`config.mk`:
```
export PLATFORM = sky130hd
export DESIGN_NAME = fsm_inic_ram
export DESIGN_NICKNAME = d
export VERILOG_FILES = /design/src/rtl/inic_ram_pkg.sv /design/src/rtl/inic_ram_addr_cnt.sv /design/src/rtl/fsm_inic_ram.sv
export SDC_FILE = /design/constraint.sdc
export NUM_CORES = 1
export LEC_CHECK = 0
export ABC_AREA = 1
export ABC_CLOCK_PERIOD_IN_PS = 1600
export CAP_MARGIN = 20
export CORE_ASPECT_RATIO = 1.25
export CORE_UTILIZATION = 46
export CTS_BUF_LIST = sky130_fd_sc_hd__clkbuf_8
export CTS_CLUSTER_SIZE = 14
export DETAILED_ROUTE_END_ITERATION = 8
export HOLD_SLACK_MARGIN = 0.1
export PLACE_DENSITY = 0.82
export SLEW_MARGIN = 0
export SYNTH_ARGS = -nofsm -noshare
export SYNTH_HDL_FRONTEND = slang
export SYNTH_SLANG_ARGS = --single-unit
```
`constraint.sdc`:
```
create_clock -name clk -period 1.6 [get_ports clk]
set_input_delay 0.16 -clock clk [delete_from_list [all_inputs] [get_ports clk]]
set_output_delay 0.16 -clock clk [all_outputs]
set_load 0.02 [all_outputs]
```
`src/rtl/inic_ram_pkg.sv`:
```
// -----------------------------------------------------------------------------
// inic_ram_pkg
// Shared types and constants for the RAM initialisation sequencer.
//   state_e : sequencer states (IDLE, RD, WR, DONE)
//   ROM_AW  : boot ROM address width
//   RAM_AW  : working RAM address width
// -----------------------------------------------------------------------------
package inic_ram_pkg;

    localparam int ROM_AW = 17;
    localparam int RAM_AW = 32;

    typedef enum logic [1:0] {
        IDLE = 2'd0,
        RD   = 2'd1,
        WR   = 2'd2,
        DONE = 2'd3
    } state_e;

endpackage : inic_ram_pkg

```
`src/rtl/inic_ram_addr_cnt.sv`:
```
// -----------------------------------------------------------------------------
// inic_ram_addr_cnt
// Word index counter for the ROM-to-RAM copy.
//   clk     : system clock
//   reset   : synchronous active-high reset (clears the index)
//   clr_i   : synchronous clear to word 0
//   inc_i   : advance to the next word
//   idx_o   : current word index
//   tc_o    : terminal count, high when idx_o == WORDS-1
// -----------------------------------------------------------------------------
module inic_ram_addr_cnt
    import inic_ram_pkg::*;
#(
    parameter int unsigned WORDS = 16
) (
    input  logic              clk,
    input  logic              reset,
    input  logic              clr_i,
    input  logic              inc_i,
    output logic [ROM_AW-1:0] idx_o,
    output logic              tc_o
);

    localparam logic [ROM_AW-1:0] LAST_IDX = ROM_AW'(WORDS - 1);

    logic [ROM_AW-1:0] idx_q;

    always_ff @(posedge clk) begin
        if (reset || clr_i) begin
            idx_q <= '0;
        end else if (inc_i) begin
            idx_q <= idx_q + ROM_AW'(1);
        end
    end

    assign idx_o = idx_q;
    assign tc_o  = (idx_q == LAST_IDX);

endmodule : inic_ram_addr_cnt

```
`src/rtl/fsm_inic_ram.sv`:
```
// -----------------------------------------------------------------------------
// fsm_inic_ram
// Copies WORDS words from the boot ROM into the working RAM (starting at
// RAM_BASE) after reset, then grants normal RAM reads.
//
// State table
//   state | meaning
//   IDLE  | waiting for a copy request
//   RD    | ROM read issued for word idx
//   WR    | ROM data valid, written to RAM_BASE+idx
//   DONE  | copy complete, holding while the request stays high
//
// Ports
//   clk            : system clock
//   reset          : synchronous active-high reset
//   do_it_inic_ram : level start request
//   rom_to_ram     : selects ROM data onto the RAM write-data bus
//   dir_rom        : ROM read address
//   rom_enable     : ROM read enable
//   dir_ram        : RAM address
//   w_ram_enable   : RAM write enable
//   r_ram_enable   : RAM read enable for normal operation
//
// Build option
//   INIC_RAM_AUTOSTART_EN : when defined, the copy starts from IDLE on its own
//                           while the copy-complete flag is still clear.
// -----------------------------------------------------------------------------
module fsm_inic_ram
    import inic_ram_pkg::*;
#(
    parameter int unsigned       WORDS    = 16,
    parameter logic [RAM_AW-1:0] RAM_BASE = 32'h0
) (
    input  logic              clk,
    input  logic              reset,
    input  logic              do_it_inic_ram,
    output logic              rom_to_ram,
    output logic [ROM_AW-1:0] dir_rom,
    output logic              rom_enable,
    output logic [RAM_AW-1:0] dir_ram,
    output logic              w_ram_enable,
    output logic              r_ram_enable
);

    state_e            state_q, state_d;
    logic              inited_q, inited_d;
    logic              rom_en_q;
    logic              wr_q;
    logic              r_ram_q;
    logic              cnt_clr;
    logic              cnt_inc;
    logic              cnt_tc;
    logic              start_req;
    logic [ROM_AW-1:0] idx;

    inic_ram_addr_cnt #(
        .WORDS (WORDS)
    ) u_addr_cnt (
        .clk   (clk),
        .reset (reset),
        .clr_i (cnt_clr),
        .inc_i (cnt_inc),
        .idx_o (idx),
        .tc_o  (cnt_tc)
    );

`ifdef INIC_RAM_AUTOSTART_EN
    assign start_req = do_it_inic_ram | ~inited_q;
`else
    assign start_req = do_it_inic_ram;
`endif

    always_comb begin
        state_d  = state_q;
        inited_d = inited_q;
        cnt_clr  = 1'b0;
        cnt_inc  = 1'b0;
        case (state_q)
            IDLE: begin
                if (start_req) begin
                    state_d = RD;
                    cnt_clr = 1'b1;
                end
            end
            RD: begin
                state_d = WR;
            end
            WR: begin
                if (cnt_tc) begin
                    state_d  = DONE;
                    inited_d = 1'b1;
                end else begin
                    state_d = RD;
                    cnt_inc = 1'b1;
                end
            end
            DONE: begin
                if (!do_it_inic_ram) begin
                    state_d = IDLE;
                end
            end
            default: begin
                state_d = IDLE;
            end
        endcase
    end

    // Enables are registered from the next-state values so they change on the
    // same edge as the state they belong to.
    always_ff @(posedge clk) begin
        if (reset) begin
            state_q  <= IDLE;
            inited_q <= 1'b0;
            rom_en_q <= 1'b0;
            wr_q     <= 1'b0;
            r_ram_q  <= 1'b0;
        end else begin
            state_q  <= state_d;
            inited_q <= inited_d;
            rom_en_q <= (state_d == RD) || (state_d == WR);
            wr_q     <= (state_d == WR);
            r_ram_q  <= inited_d && ((state_d == IDLE) || (state_d == DONE));
        end
    end

    assign rom_enable   = rom_en_q;
    assign w_ram_enable = wr_q;
    assign rom_to_ram   = wr_q;
    assign r_ram_enable = r_ram_q;
    assign dir_rom      = idx;
    assign dir_ram      = RAM_BASE + RAM_AW'(idx);

endmodule : fsm_inic_ram

```
# Word level (Yosys, flattened, before mapping)
# Cells that the tools add are included.
[word_totals] register_bits=23 inputBits=3 out_inout_bits=53
[op_classes] n_addsub=1 eq_ne=7 mux=10 reduce_logical=6
[op_table] cell="$add A17 B1 Y17 const B" count=1
[op_table] cell="$eq A17 B4 Y1 const B" count=1
[op_table] cell="$eq A2 B2 Y1 const B" count=4
[op_table] cell="$pmux W2 S4" count=1
[op_table] cell="$mux W1" count=6
[op_table] cell="$mux W2" count=3
[op_table] cell="$eq A2 B1 Y1 const B" count=2
[op_table] cell="$logic_not A2 Y1" count=2
[op_table] cell="$logic_or A1 B1 Y1" count=3
[op_table] cell="$logic_and A1 B1 Y1" count=1

# Longest topological paths before layout
# Gate-level depths: netlist of run 1.
[logic_depth] word_depth=6 depth_mapped=9 depth_no_buf=9

# By module
# From an unflattened synthesis of run 1, not the netlist that was laid out.
[unflattened] cells_unflattened=189 area_unflattened_um2=1383.8
[modules_own_cells] module="inic_ram_addr_cnt" n_inst=1 cells_each=127 area_per_inst_um2=907.1
[modules_own_cells] module="fsm_inic_ram" n_inst=1 cells_each=62 area_per_inst_um2=476.7

# Least setup slack after synthesis of run 1
# No wires, ideal clock.
[synth_path] path_type="reg-to-reg" startpoint="register u_addr_cnt.idx_q[1], in the netlist u_addr_cnt.idx_o[1]" endpoint="register u_addr_cnt.idx_q[11], in the netlist u_addr_cnt.idx_o[11]" arrival_time_ns=1.502 slack_ns=-0.030 stages_incl_launch_ff=10 n_path_buf=1 period_less_slack_ns=1.630 cell_sequence="dfxtp_1 > ha_1 > nand3_2 > nor2_2 > nand3_2 > buf_2 > nand3_1 > nand2_1 > nand2_1 > nor2_1"
[synth_via] elab_chain_cells=3 word_cells_on_any_way=4
[synth_rtl] item="start, declared" line_no="inic_ram_addr_cnt.sv:26" text="logic [ROM_AW-1:0] idx_q;"
[synth_rtl] item="start signal, assigned" line_no="inic_ram_addr_cnt.sv:32" text="idx_q <= idx_q + ROM_AW'(1);"
[synth_rtl] item="parallel branches: the longest is 3 deep, another holds $add A17 B1 Y17"
# Several ways; the timed one is not identified.
# A chain may end at the register's enable or synchronous reset.

# Worst setup path after layout of run 1
[layout_path] startpoint="register u_addr_cnt.idx_q[7], in the netlist u_addr_cnt.idx_o[7]" endpoint="output port dir_rom[7]"
[layout_lines] item="end, declared" line_no="fsm_inic_ram.sv:38" text="output logic [ROM_AW-1:0] dir_rom,"
# No word-level cell between the ends.

==> reports/summary.txt, run 1 <==
critical path's largest stage delay - 0.65 ns
largest net degree at the start of global routing - 14
root buffer cell - clkbuf_8
CP Launch Type - register
clk buf depth - 2
status - completed
sequential fraction of design power - 54.1%
Nets - 274
Yosys top cell area share - 29.7%
ANT cells - 0
Critical Path Fanout Max - 8
Comb power frac - 12.3%
first-pass GRT wire length - 5.52 mm
vias in the first global route - 1265
Post-synth top cells - nand2_1 (64), nor2_1 (41), buf_4 (33), dfxtp_1 (23), inv_1 (19)
Avg WL per Cell - 11.2 um
worst path cell trace - clkdlybuf4s50_1
gr ovfl total - 0
total CTS buffers - 3
#FFs+latches synth - 23
# Post-CTS Setup Buffers - 0
crit end category - primary output
post_cts resized - 2
number of buffers and inverters on the critical path - 1
Peak Freq - 646 MHz
Hold Path Stages - 2
Required @ worst endpoint - 1.44 ns
async set or reset register ratio after synthesis - 0%
die span in x - 53.9 um
PwrDens - 554 nW/um2
Setup CP Type - register to primary output
Initial DRT Pass Iterations - 4
final total power - 1.08 mW
die area - 3600 um2
Post-Synth XOR/XNOR Area - 2.83%
hpwl dp - 2.51 mm
Max-cap violations - 0
reg2reg path depth - 8
Switching Share - 26.3%
largest cells by area after synthesis - dfxtp_1 (30%), buf_4 (16%), nand2_1 (16%), nor2_1 (9.9%), inv_1 (4.6%)
Clock Latency Late Sink - 0.27 ns
Ports - 56
Pint - 795 uW
post-layout min period - 1.55 ns
Hold WC Path Type - register to register
primary flip-flop cell chosen by synthesis mapping - dfxtp_1
Worst path top cell family by delay - buffers and inverters
Post-Synth Adder-Cell Area - 0.808%
Syn. warnings - 0
CTS Hold Buffers Added - 0
Netlist cell types - 23
core outline area - 3190 um2
Syn Inst Count - 241
placed cells - 302
Syn Area/Cell - 6.42 um2
clock-pin slew on the worst setup and hold paths - 0.08 ns
P_leak - 0.846 nW
drt drc - 0
GRT Util Overall - 20.9%
Slew Limit Fails - 0
clock network power share - 33.6%
WL final - 3.41 mm
clk sink count - 23
fraction of layout cells with a size suffix above 1 - 9.29%
count leader, synth - nand2_1
H-Tree Depth - 1
initial antenna violation count - 0
critical path depth - 1
Post-Synth Simple-Gate Area - 37.2%
Die H - 66.9 um
DR vias - 1467
slowest CP cell - clkdlybuf4s50_1
Worst Path Arrival - 1.39 ns
largest area contributor in the netlist - dfxtp_1
RSZ-0062 raised after global routing - false
drt via density - 4.79
non-filler cells, final - 306
Area Growth Syn to Fin - 25.9%
# setup viols final - 0
Synth Area in Compound Gates - 6.95%
sequential element share of the synthesized area - 29.7%
Initial Utilization - 48.5%
CTS tree - yes
clk_skew - 0.00221 ns
global placement routability congestion - 0.882
largest family of logic cells by synthesized area - simple AND/OR/NAND/NOR gates
antenna violation net count after detailed routing - 0
Mapped Area - 1550 um2
mux cell area share after synthesis - 0%
FP Rows - 23
Post-synth EDFFs - 0
DR iter-0 viols - 29
Fin. Hold Viols - 0
Sum Neg Setup Slack - 0 ns
Sw Pwr - 284 uW
Final Cycle Share - 96.7%
VDD IR-drop max - 437 uV
IO Port Bufs - 40
## final cells by class
class | instances | area [um2]
clock inverter | 1 | 3.75
tap | 37 | 46.3
multi-input combinational | 176 | 813
inverter | 19 | 75.1
clock buffer | 3 | 41.3
sequential | 23 | 474
fill | 294 | 1240
timing repair buffer | 47 | 495
## kinds of logic (layout without fill, tap and decap cells)
logic type | count (synthesis) | count (layout)
AO/OA/AOI/OAI | 21 | 21
XOR/XNOR | 5 | 5
adder cells (fa/ha/maj) | 1 | 1
buffers and inverters | 56 | 70
flip-flops | 23 | 23
other | 1 | 15
AND/OR/NAND/NOR | 134 | 134
## placed cells by master (no fill, tap or decap)
| cell type | netlist | routed |
|---|---|---|
| nand4_1 | 5 | 5 |
| nor2_2 | 3 | 2 |
| conb_1 | 1 | 15 |
| a21oi_1 | 14 | 14 |
| buf_12 | 0 | 2 |
| dfxtp_1 | 23 | 16 |
| nor3b_1 | 1 | 1 |
| dfxtp_4 | 0 | 2 |
| inv_1 | 19 | 19 |
| nand3_2 | 2 | 2 |
| o21ai_0 | 6 | 6 |
| dlygate4sd2_1 | 0 | 2 |
| ha_4 | 0 | 1 |
| nand3_1 | 13 | 13 |
| nor2_4 | 0 | 1 |
| o21a_1 | 1 | 1 |
| nand3b_1 | 3 | 3 |
| nor2_1 | 41 | 41 |
| clkbuf_8 | 0 | 3 |
| xnor2_1 | 1 | 1 |
| clkdlybuf4s50_1 | 0 | 30 |
| dlymetal6s2s_1 | 0 | 8 |
| xor2_1 | 4 | 4 |
| clkinvlp_4 | 0 | 1 |
| buf_4 | 33 | 5 |
| nand2_4 | 1 | 1 |
| nor3_1 | 1 | 1 |
| nand2_1 | 64 | 64 |
| dfxtp_2 | 0 | 5 |
## flip-flops by register name, summed over array words and instances (netlist names)
| register | flops |
|---|---|
| r_ram_enable | 1 |
| u_addr_cnt.idx_o | 17 |
| state_q | 2 |
| rom_enable | 1 |
| inited_q | 1 |
| rom_to_ram | 1 |
## power by group through the flow
| stage | registers, mW | logic (mW) | clock network, mW |
|---|---|---|---|
| 2_1_floorplan | 0.605 | 0.105 | 0 |
| 3_3_place_gp | 0.599 | 0.129 | 0 |
| 3_5_place_dp | 0.599 | 0.130 | 0 |
| 4_1_cts | 0.586 | 0.131 | 0.367 |
| 5_1_grt | 0.586 | 0.145 | 0.387 |
| 6_report | 0.584 | 0.133 | 0.363 |
## worst paths after layout
check	from	endpoint	slack, ns
worst max-delay path	u_addr_cnt.idx_o[7]	dir_rom[7]	0.05
worst min-delay path	inited_q	inited_q	0.46
worst max register to register	u_addr_cnt.idx_o[0]	u_addr_cnt.idx_o[6]	0.10
worst min register to register	inited_q	inited_q	0.46
## metal layers
layer / global-route usage (%) / up-vias / share of wire [%]
li1: - / 766 / -
met1: 25.5 / 643 / 45
met2: 37.2 / 54 / 49
met3: 1.37 / 4 / 4.7
met4: 6.91 / 0 / 1.2
met5: 0 / - / 0
## metrics by stage
step	instance area [um2]	setup WS (ns)	hold slack [ns]	util (%)
2_1_floorplan	1600	0.0892	0.229	-
3_3_place_gp	1850	0.148	0.436	58.0
3_5_place_dp	1850	0.0808	0.448	58.0
4_1_cts	1900	0.00297	0.468	59.4
5_1_grt	1950	0.0000703	0.497	61.0
6_report	1950	0.0522	0.460	61.0
Power figures use the tool's default switching activity.
==> run 2: changes to the inputs <==
--- a/config.mk
+++ b/config.mk
@@ -14,7 +14,7 @@
 export CTS_CLUSTER_SIZE = 14
 export DETAILED_ROUTE_END_ITERATION = 8
 export HOLD_SLACK_MARGIN = 0.1
-export PLACE_DENSITY = 0.82
+export PLACE_DENSITY_LB_ADDON = 0.3
 export SLEW_MARGIN = 0
 export SYNTH_ARGS = -nofsm -noshare
 export SYNTH_HDL_FRONTEND = slang
==> run 2 against run 1 <==
Non-clock buffer count increased by 4; sequential share of layout area shrank 0.43 points; largest power group unchanged; cell area about the same; critical path depth unchanged; via count rose by 2.7%; sequential power about the same; routed wire length decreased by 0.44%; final cell count rose by 1.3%; power shrank 0.94%; core utilization about the same; critical endpoint is now dir_ram[3]; global-route usage rose by 0.42 points; maximum frequency is 1.6% lower; critical path type unchanged.
==> reports/summary.txt, run 2 (synthesis gave the netlist of run 1 again) <==
Slew Limit Fails - 0 (unchanged)
PwrDens - 549 nW/um2 (-0.88%)
Placement Cell Area - 1860 um2 (+0.27%)
ANT cells - 0 (unchanged)
Required @ worst endpoint - 1.44 ns (about the same)
crit end category - primary output
Fin. Hold Viols - 0 (unchanged)
clk_skew - 0.00212 ns (-0.0000909 ns)
Finished Cell Area - 1950 um2 (about the same)
clk buf depth - 2 (unchanged)
first-pass GRT wire length - 5.66 mm (+2.5%)
Final WS setup - 0.0269 ns (-0.0254 ns)
global placement routability congestion - 0.882 (+0.10%)
Peak Freq - 636 MHz (-1.6%)
H-Tree Depth - 1 (unchanged)
DR vias - 1506 (+2.7%)
Initial DRT Pass Iterations - 4 (unchanged)
Hold WC Path Type - register to register
IO Port Bufs - 40 (unchanged)
worst path cell trace - clkdlybuf4s50_1
# Post-CTS Setup Buffers - 0 (unchanged)
Setup CP Type - register to primary output
pre-CTS WS - 0.0538 ns (-0.0270 ns)
Nets - 278 (+1.5%)
WL final - 3.40 mm (-0.44%)
Sequential cell area - 465 um2 (-1.8%)
core outline area - 3190 um2 (unchanged)
Critical Path Fanout Max - 7 (-1)
clk sink count - 23 (unchanged)
largest net degree at the start of global routing - 16 (+2)
die span in x - 53.9 um (unchanged)
DR iter-0 viols - 18 (-38%)
Worst path top cell family by delay - buffers and inverters
vias in the first global route - 1329 (+5.1%)
Max-cap violations - 0 (unchanged)
Initial Utilization - 48.5% (unchanged)
# setup viols final - 0 (unchanged)
RR Startpoint - u_addr_cnt.idx_o[1]
Die H - 66.9 um (unchanged)
total CTS buffers - 3 (unchanged)
number of fill cells in the layout - 326 (+11%)
drt drc - 0 (unchanged)
drt via density - 4.86 (+1.3%)
commonest non-fill, non-tap cell in the layout - nand2_1
Clock Latency Late Sink - 0.26 ns (about the same)
CTS tree - yes
VDD IR-drop max - 506 uV (+16%)
GRT Util Overall - 21.3% (+0.42 points)
most frequent cells in the layout - nand2_1 (64), nor2_1 (41), clkdlybuf4s50_1 (23), inv_1 (20), dfxtp_1 (19)
clock-pin slew on the worst setup and hold paths - 0.08 ns (about the same)
critical path's largest stage delay - 0.66 ns (about the same)
number of buffers and inverters on the critical path - 1 (unchanged)
post-layout min period - 1.57 ns (+0.0254 ns)
fraction of layout cells with a size suffix above 1 - 9.16% (-0.14 points)
Final Cycle Share - 98.3% (+1.6 points)
Worst Setup SP - u_addr_cnt.idx_o[3]
initial antenna violation count - 0 (unchanged)
Avg WL per Cell - 11.0 um (-1.7%)
gr ovfl total - 0 (unchanged)
status - completed
slowest CP cell - clkdlybuf4s50_1
hpwl dp - 2.53 mm (+0.82%)
P_leak - 0.996 nW (+18%)
die area - 3600 um2 (unchanged)
final total power - 1.07 mW (-0.94%)
multi-input logic area - 798 um2 (-1.8%)
FP Rows - 23 (unchanged)
Ports - 56 (unchanged)
Area Growth Syn to Fin - 25.9% (about the same)
root buffer cell - clkbuf_8
max reg flops - 17 (unchanged)
Worst Hold Launch - inited_q
worst reg2reg setup slack - 0.10 ns (about the same)
Worst Path Arrival - 1.41 ns (+0.02 ns)
antenna violation net count after detailed routing - 0 (unchanged)
CP Launch Type - register
run 2: final timing paths:
path / end / cells after the start
max: dir_ram[3] / 1
min: inited_q / 2
max reg2reg: r_ram_enable / 8
min reg2reg: inited_q / 2
run 2: final cells by class:
| cell class | instances | area share (%) |
|---|---|---|
| Clock inverter | 1 | 0.193 |
| Multi-Input combinational cell | 176 | 41.0 |
| Sequential cell | 23 | 23.9 |
| Tap cell | 37 | 2.38 |
| Inverter | 19 | 3.66 |
| Timing Repair Buffer | 51 | 26.8 |
| Clock buffer | 3 | 2.12 |
run 2: where the power goes:
part | total [mW] | internal (mW) | switching (mW)
combinational | 0.125 | 0.0406 | 0.0846
clock | 0.358 | 0.172 | 0.187
sequential | 0.585 | 0.580 | 0.00540
total | 1.07 | 0.792 | 0.277
run 2: layer usage:
layer	GRT usage [%]	share of wire (%)
met1	25.2	43
met2	35.3	49
met3	3.42	4.5
met4	11.5	3.2
met5	0	0
run 2: worst min-delay path, stage by stage, from the launching register on:
cell     delay, ns
dfxtp_1       0.31
nor2_1        0.05
nor2_1        0.07
run 2: per-stage QoR:
| step | utilization, % | std cells | setup TNS (ns) | hold slack [ns] |
|---|---|---|---|---|
| 2_1_floorplan | - | 255 | 0 | 0.229 |
| 3_3_place_gp | 58.2 | 306 | 0 | 0.445 |
| 3_5_place_dp | 58.2 | 306 | 0 | 0.451 |
| 4_1_cts | 59.5 | 310 | 0 | 0.471 |
| 5_1_grt | 61.0 | 310 | -0.0264 | 0.509 |
| 6_report | 61.0 | 310 | 0 | 0.459 |
run 2: repair_timing:
action                     CTS  global route
cloned                       0             0
gates resized for setup      2            19
setup endpoints to repair    2            33
hold buffers                 0             0
pin swaps                    0             2
